===== src/rtl/arm_mem_pkg.sv =====
// Shared definitions for the ARM memory stage: FSM state encoding,
// SRAM halfword width and the default number of wait cycles per phase.
package arm_mem_pkg;

  localparam int HALF_W            = 16;
  localparam int DEFAULT_SRAM_WAIT = 2;

  typedef enum logic [1:0] {
    IDLE,
    LO,
    HI,
    FIN
  } mem_state_t;

  // Width of a counter that must hold values 0..n-1 (never narrower than 1 bit).
  function automatic int cnt_width(input int n);
    return (n > 1) ? $clog2(n) : 1;
  endfunction

endpackage


===== src/rtl/mem_stage_if.sv =====
// External 16-bit SRAM bus seen by the memory stage. The master side is the
// memory stage; the slave side is the SRAM (or the top-level tristate wrapper).
interface mem_stage_if #(
  parameter int SRAM_AW = 18
);
  import arm_mem_pkg::*;

  logic [SRAM_AW-1:0] sram_addr;
  logic               sram_we_n;
  logic [HALF_W-1:0]  sram_dq_out;
  logic               sram_dq_oe;
  logic [HALF_W-1:0]  sram_dq_in;

  modport master (
    output sram_addr,
    output sram_we_n,
    output sram_dq_out,
    output sram_dq_oe,
    input  sram_dq_in
  );

  modport slave (
    input  sram_addr,
    input  sram_we_n,
    input  sram_dq_out,
    input  sram_dq_oe,
    output sram_dq_in
  );

endinterface


===== src/rtl/mem_sram_phase.sv =====
// Per-phase SRAM timing: counts the wait cycles of one halfword phase,
// flags the last cycle back to the FSM and generates the write strobe and
// data-bus drive enable while a phase is active.
module mem_sram_phase
  import arm_mem_pkg::*;
#(
  parameter int SRAM_WAIT = DEFAULT_SRAM_WAIT
) (
  input  logic clk,
  input  logic rst,
  input  logic active,
  input  logic write,
  output logic phase_done,
  output logic capture,
  output logic we_n,
  output logic oe
);

  localparam int             CW   = cnt_width(SRAM_WAIT);
  localparam logic [CW-1:0]  LAST = CW'(SRAM_WAIT - 1);

  logic [CW-1:0] count;

  // Wait counter restarts at zero on every new phase and whenever idle.
  always_ff @(posedge clk) begin
    if (rst || !active || count == LAST) begin
      count <= '0;
    end else begin
      count <= count + 1'b1;
    end
  end

  // Strobes: writes hold we_n low for the whole phase, reads sample on the last count.
  always_comb begin
    phase_done = active && (count == LAST);
    capture    = phase_done && !write;
    we_n       = !(active && write);
    oe         = active && write;
  end

endmodule


===== src/rtl/mem_stage.sv =====
// ARM pipeline memory stage. Performs 32-bit LDR/STR accesses to a 16-bit
// SRAM as a low then a high halfword phase, freezing upstream stages while
// an access is in flight, and drives the MEM/WB pipeline register.
// Optional build macro MEM_READ_BYPASS_EN adds a one-entry read buffer that
// lets a load to the most recently accessed word complete without stalling.
module mem_stage
  import arm_mem_pkg::*;
#(
  parameter int BIT_NUMBER = 32,
  parameter int SRAM_AW    = 18,
  parameter int SRAM_WAIT  = DEFAULT_SRAM_WAIT
) (
  input  logic                  clk,
  input  logic                  rst,
  input  logic                  wb_en_in,
  input  logic                  mem_r_en_in,
  input  logic                  mem_w_en_in,
  input  logic [BIT_NUMBER-1:0] alu_result_in,
  input  logic [BIT_NUMBER-1:0] val_rm_in,
  input  logic [3:0]            dest_in,
  output logic                  ready,
  output logic                  wb_en,
  output logic                  mem_r_en,
  output logic [BIT_NUMBER-1:0] alu_result,
  output logic [BIT_NUMBER-1:0] mem_data,
  output logic [3:0]            dest,
  mem_stage_if.master           sram
);

  localparam int IW = SRAM_AW - 1;

  mem_state_t            state, state_next;
  logic                  request;
  logic                  start;
  logic [IW-1:0]         idx_in;
  logic [IW-1:0]         acc_idx;
  logic                  acc_store;
  logic [BIT_NUMBER-1:0] acc_wdata;
  logic [BIT_NUMBER-1:0] rdata;
  logic                  phase_active;
  logic                  phase_done;
  logic                  capture;
  logic                  we_n;
  logic                  oe;
  logic                  bypass_hit;
  logic [BIT_NUMBER-1:0] bypass_data;

  assign request = mem_r_en_in | mem_w_en_in;
  assign idx_in  = alu_result_in[SRAM_AW:2];

`ifdef MEM_READ_BYPASS_EN
  logic                  buf_valid;
  logic [IW-1:0]         buf_idx;
  logic [BIT_NUMBER-1:0] buf_data;

  assign bypass_hit  = (state == IDLE) && buf_valid && mem_r_en_in && !mem_w_en_in
                       && (buf_idx == idx_in);
  assign bypass_data = buf_data;

  // Read buffer mirrors the word touched by the last completed access.
  always_ff @(posedge clk) begin
    if (rst) begin
      buf_valid <= 1'b0;
      buf_idx   <= '0;
      buf_data  <= '0;
    end else if (state == FIN) begin
      buf_valid <= 1'b1;
      buf_idx   <= acc_idx;
      buf_data  <= acc_store ? acc_wdata : rdata;
    end
  end
`else
  assign bypass_hit  = 1'b0;
  assign bypass_data = '0;
`endif

  // FSM state register.
  always_ff @(posedge clk) begin
    if (rst) begin
      state <= IDLE;
    end else begin
      state <= state_next;
    end
  end

  // Next state and freeze: the stage is ready only when nothing is pending.
  always_comb begin
    state_next = state;
    ready      = 1'b0;
    start      = 1'b0;
    case (state)
      IDLE: begin
        if (request && !bypass_hit) begin
          start      = 1'b1;
          state_next = LO;
        end else begin
          ready = 1'b1;
        end
      end
      LO: begin
        if (phase_done) state_next = HI;
      end
      HI: begin
        if (phase_done) state_next = FIN;
      end
      FIN: begin
        ready      = 1'b1;
        state_next = IDLE;
      end
      default: state_next = IDLE;
    endcase
  end

  // Latch address, direction and store data at the start of an access.
  always_ff @(posedge clk) begin
    if (rst) begin
      acc_idx   <= '0;
      acc_store <= 1'b0;
      acc_wdata <= '0;
    end else if (start) begin
      acc_idx   <= idx_in;
      acc_store <= mem_w_en_in;
      acc_wdata <= val_rm_in;
    end
  end

  // Assemble load data one halfword per phase.
  always_ff @(posedge clk) begin
    if (rst) begin
      rdata <= '0;
    end else if (capture) begin
      if (state == LO) begin
        rdata[HALF_W-1:0] <= sram.sram_dq_in;
      end else begin
        rdata[BIT_NUMBER-1:HALF_W] <= sram.sram_dq_in;
      end
    end
  end

  assign phase_active = (state == LO) || (state == HI);

  mem_sram_phase #(
    .SRAM_WAIT (SRAM_WAIT)
  ) u_phase (
    .clk        (clk),
    .rst        (rst),
    .active     (phase_active),
    .write      (acc_store),
    .phase_done (phase_done),
    .capture    (capture),
    .we_n       (we_n),
    .oe         (oe)
  );

  assign sram.sram_we_n   = we_n;
  assign sram.sram_dq_oe  = oe;
  assign sram.sram_addr   = phase_active ? {acc_idx, (state == HI)} : '0;
  assign sram.sram_dq_out = oe ? ((state == HI) ? acc_wdata[BIT_NUMBER-1:HALF_W]
                                                : acc_wdata[HALF_W-1:0])
                               : '0;

  // MEM/WB register: load on completion, otherwise hold with a bubbled wb_en.
  always_ff @(posedge clk) begin
    if (rst) begin
      wb_en      <= 1'b0;
      mem_r_en   <= 1'b0;
      alu_result <= '0;
      mem_data   <= '0;
      dest       <= '0;
    end else if (state == IDLE && ready) begin
      wb_en      <= wb_en_in;
      mem_r_en   <= bypass_hit;
      alu_result <= alu_result_in;
      mem_data   <= bypass_hit ? bypass_data : '0;
      dest       <= dest_in;
    end else if (state == FIN) begin
      wb_en      <= wb_en_in;
      mem_r_en   <= !acc_store;
      alu_result <= alu_result_in;
      mem_data   <= acc_store ? '0 : rdata;
      dest       <= dest_in;
    end else begin
      wb_en <= 1'b0;
    end
  end

endmodule


===== src/flat_wrapper.sv =====
// flat-port wrapper written by rule: the top's interface ports become plain ports
module mem_stage_flat import arm_mem_pkg::*;
#(
  parameter int BIT_NUMBER = 32,
  parameter int SRAM_AW    = 18,
  parameter int SRAM_WAIT  = DEFAULT_SRAM_WAIT
)
  (clk, rst, wb_en_in, mem_r_en_in, mem_w_en_in, alu_result_in, val_rm_in, dest_in, ready, wb_en, mem_r_en, alu_result, mem_data, dest, sram_sram_addr, sram_sram_we_n, sram_sram_dq_out, sram_sram_dq_oe, sram_sram_dq_in);
  mem_stage_if #(.SRAM_AW(SRAM_AW)) sram_i ();
  input  logic clk;
  input  logic rst;
  input  logic wb_en_in;
  input  logic mem_r_en_in;
  input  logic mem_w_en_in;
  input  logic [BIT_NUMBER-1:0] alu_result_in;
  input  logic [BIT_NUMBER-1:0] val_rm_in;
  input  logic [3:0] dest_in;
  output logic ready;
  output logic wb_en;
  output logic mem_r_en;
  output logic [BIT_NUMBER-1:0] alu_result;
  output logic [BIT_NUMBER-1:0] mem_data;
  output logic [3:0] dest;
  output wire logic [$bits(sram_i.sram_addr)-1:0] sram_sram_addr;
  output wire logic [$bits(sram_i.sram_we_n)-1:0] sram_sram_we_n;
  output wire logic [$bits(sram_i.sram_dq_out)-1:0] sram_sram_dq_out;
  output wire logic [$bits(sram_i.sram_dq_oe)-1:0] sram_sram_dq_oe;
  input wire logic [$bits(sram_i.sram_dq_in)-1:0] sram_sram_dq_in;
  assign sram_sram_addr = sram_i.sram_addr;
  assign sram_sram_we_n = sram_i.sram_we_n;
  assign sram_sram_dq_out = sram_i.sram_dq_out;
  assign sram_sram_dq_oe = sram_i.sram_dq_oe;
  assign sram_i.sram_dq_in = sram_sram_dq_in;
  mem_stage #(.BIT_NUMBER(BIT_NUMBER), .SRAM_AW(SRAM_AW), .SRAM_WAIT(SRAM_WAIT)) u_core (.clk(clk), .rst(rst), .wb_en_in(wb_en_in), .mem_r_en_in(mem_r_en_in), .mem_w_en_in(mem_w_en_in), .alu_result_in(alu_result_in), .val_rm_in(val_rm_in), .dest_in(dest_in), .ready(ready), .wb_en(wb_en), .mem_r_en(mem_r_en), .alu_result(alu_result), .mem_data(mem_data), .dest(dest), .sram(sram_i));
endmodule

===== config.mk =====
export PLATFORM = sky130hd
export DESIGN_NAME = mem_stage_flat
export DESIGN_NICKNAME = d
export VERILOG_FILES = /design/src/rtl/arm_mem_pkg.sv /design/src/rtl/mem_stage_if.sv /design/src/rtl/mem_sram_phase.sv /design/src/rtl/mem_stage.sv /design/src/flat_wrapper.sv
export SDC_FILE = /design/constraint.sdc
export NUM_CORES = 1
export LEC_CHECK = 0
export CORE_MARGIN = 3
export CORE_UTILIZATION = 49
export CTS_CLUSTER_SIZE = 25
export DETAILED_ROUTE_END_ITERATION = 6
export GPL_ROUTABILITY_DRIVEN = 1
export PLACE_DENSITY = 0.91
export SYNTH_ARGS = -nofsm -noshare
export SYNTH_HDL_FRONTEND = slang
export SYNTH_SLANG_ARGS = --single-unit

===== constraint.sdc =====
create_clock -name clk -period 5 [get_ports clk]
set_clock_uncertainty 0.15 [all_clocks]
set_input_delay 0.75 -clock clk [delete_from_list [all_inputs] [get_ports clk]]
set_output_delay 0.75 -clock clk [all_outputs]
set_load 0.01 [all_outputs]

==> flow_summary_export.csv <==
group,metric,value,unit
status,outcome,"finished clean",
worst_hold_path,hold_end,"u_core.acc_idx[3]",
critical_path,path_class,"flop to output pin",
cts,clk_latency,0.42,ns
synth,synth.most_common_cell,"nand2_1",
timing,rsz0062_at_grt,"no",
floorplanning,die-area,0.0142,sq mm
power,seqPwrFrac,0.369,
global_route,grt_pass1_vias,5430,
floorplanning,die_y,119,microns
final_layout,syn2layout_area_growth,40.1,%
synth,synth_cell_types,33,
routing,detail-route-antenna-nets,0,
timing,max-slew-margin-rel,0.254,
critical_path,r2r_cells,5,
floorplanning,core_area,0.0123,sq mm
routing,initialDrtViolationCount,315,
critical_path,required,4.10,ns
cts,cts_hold_buffers,0,
synth,synthCells,748,
final_layout,drive_gt1_frac,0.0477,
power,swShare,0.317,
synth,synth.avg_cell_area,8.37,sq um
final_layout,utilization,0.715,
routing,drc,0,
placement,place_congestion,0.805,
critical_path,timing.rr.end,"u_core.mem_data[11]",
cts,htreeDepth,4,
power,p_per_area,465,mW/mm^2
synth,async_flop_share,0,
cts,cts_setup_buffers,0,
worst_hold_path,holdPathStages,2,
critical_path,critPathTopFamily,"simple AND/OR/NAND/NOR gates",
floorplanning,die_w,119,microns
power,worst_ir_drop_vdd,0.254,mV
global_route,antenna_found_initial,0,
timing,hold_viol_final,0,
global_route,grt_pass1_wl,26.4,mm
timing,worstMarginPinSlew,1.12,ns
timing,fin_crit,4.15,ns
floorplanning,initial_core_util,0.510,
power,pwr-share-clk,0.329,
synth,netlist_area,0.00626,sq mm
critical_path,max_stage_delay,0.80,ns
timing,maxClockFrequency,241,MHz
placement,place.port_buffers,195,
power,p_int,2.79,mW
placement,dp_hpwl,10.9,mm
run,maxCapViolCount,0,
cts,cts_sinks,155,
global_route,overflow,0,
routing,vias,5581,
timing,fin_crit_sh,0.831,
synth,synth_edf_count,0,
cts,cts_root_buf,"clkbuf_16",
worst_hold_path,hp-start,"u_core.acc_idx[3]",
cts,post_cts_resized,0,
synth,synth_sequential_area_ratio,0.496,
cts,cts.path.max_buffers,2,
synth,synth.area.top_cells,"dfxtp_1, nand2_1, a21oi_1",
critical_path,critPathMaxFanout,28,
final_layout,antenna_cells,0,
critical_path,path_cells,"inv_1 -> ha_1 -> nand2_1 -> nor2_1 -> clkdlybuf4s50_1",
routing,drt_wl_total,16.4,mm
worst_hold_path,hold_class,"flop to flop",
timing,setup_viol,0,
critical_path,cp-start-kind,"flop",
final_layout,fillers,882,
global_route,grt_max_degree,67,
critical_path,reg2reg_from,"u_core.state[1]",
synth,dominantRegCellSynth,"dfxtp_1",
critical_path,r2r_setup_slack,2.08,ns
synth,yosys-top-cells-count,"nand2_1, dfxtp_1, a21oi_1, mux2i_1, nor2_1",
final_layout,nets,1006,
cts,numCtsBuffers,17,
routing,drt_first_pass_iters,5,
cts,clk_pin_slew,0.06,ns
timing,setup_tns,0,ns
synth,synth_nets,843,
synth,synth_warnings,0,
power,p_leak,3.40,nW
routing,wl_per_cell,15.0,microns
power,switchingPower,1.29,mW
synth,synth_top_cell_by_area,"dfxtp_1",
routing,vias_per_cell,5.12,
synth,ys_ff_latch,155,
power,comb_power_share,0.301,
global_route,grt_use_total,0.229,
cts,cts_tree,"yes",
critical_path,worst_path_max_delay_cell,"ha_1",
critical_path,endpoint_kind,"output pin",
timing,hold_slack,0.300,ns
floorplanning,ios,196,
synth,synth_top_cell_area_share,0.496,
floorplanning,rows,40,
timing,slew_viol_final,0,
critical_path,cp.arrival,3.25,ns
critical_path,timing.critical_path.buf_inv,2,
-- power by group through the flow --
stage          Clock, mW  Combinational (mW)  Sequential (mW)
3_5_place_dp           0                1.23             1.53
4_1_cts             1.36                1.24             1.50
6_report            1.34                1.23             1.51
3_3_place_gp           0                1.21             1.52
2_1_floorplan          0               0.824             1.53
5_1_grt             1.42                1.34             1.53
-- through the flow --
step	power (mW)	instance area [sq um]	setup slack [ns]	instances
floorplan	2.36	6260	2.59	748
global placement	2.73	8150	1.54	1060
detailed placement	2.76	8150	1.25	1060
CTS	4.10	8770	0.802	1091
global route	4.29	8770	0.557	1091
finish	4.08	8770	0.847	1091
-- worst max path at each step --
| stage | start | cells past startpoint | end |
|---|---|---|---|
| floorplan | u_core.state[1] | 6 | sram_sram_addr[12] |
| global placement | u_core.state[1] | 5 | sram_sram_dq_out[0] |
| detailed placement | u_core.state[1] | 5 | sram_sram_dq_out[2] |
| CTS | u_core.state[0] | 5 | sram_sram_dq_out[2] |
| global route | u_core.state[0] | 5 | sram_sram_dq_out[2] |
| finish | u_core.state[1] | 5 | sram_sram_dq_out[2] |
-- cell usage in the layout (no fill, tap or decap), drive strengths merged --
master	n
mux2i	52
clkinvlp	4
and4bb	1
nand4b	1
o21bai	2
a21o	1
nor3b	3
nor2b	23
and2	17
ha	6
a211oi	3
nand2	230
clkdlybuf4s50	194
bufinv	4
buf	6
nand4bb	1
nand3b	12
inv	6
dfxtp	155
o21a	1
a31o	1
clkinv	4
and4b	2
nand2b	20
a21oi	116
o21ai	1
clkbuf	17
nor2	40
-- kinds of logic after synthesis --
kind of cell / count (synthesis) / synth area share
buf+inv: 60 / 0.0536
fa+ha+maj: 6 / 0.0120
simple gates: 350 / 0.250
flops: 155 / 0.496
mux: 52 / 0.0832
compound gates: 125 / 0.105
-- metal layers --
layer | global-route usage | up-vias | wire length (microns)
met4 | 0.104 | 0 | 512
met3 | 0.0622 | 40 | 983
li1 | - | 2749 | -
met5 | 0 | - | 0
met2 | 0.379 | 207 | 8110
met1 | 0.278 | 2585 | 6770
-- final cells by class --
class | instances | area (sq um) | share of cell area
Clock buffer | 17 | 425 | 0.0485
Clock inverter | 14 | 195 | 0.0223
Inverter | 4 | 15.0 | 0.00171
Multi-Input combinational cell | 533 | 2840 | 0.324
Sequential cell | 155 | 3100 | 0.354
Tap cell | 168 | 210 | 0.0240
Timing Repair Buffer | 200 | 1980 | 0.226
-- registers in the layout (all words and copies together) (netlist names) --
register	flops
u_core.acc_idx	17
u_core.rdata	32
u_core.mem_r_en	1
u_core.alu_result	32
u_core.wb_en	1
u_core.state	2
u_core.u_phase.count	1
u_core.acc_wdata	32
u_core.dest	4
u_core.mem_data	32
u_core.acc_store	1
-- worst register-to-register path, cell delays in order (launching register included) --
cell and delay [ns]:
dfxtp_1 0.43, ha_1 0.68, buf_4 0.42, nor2b_2 0.80, a21oi_1 0.19, nor2_1 0.16
Power figures use the tool's default switching activity.
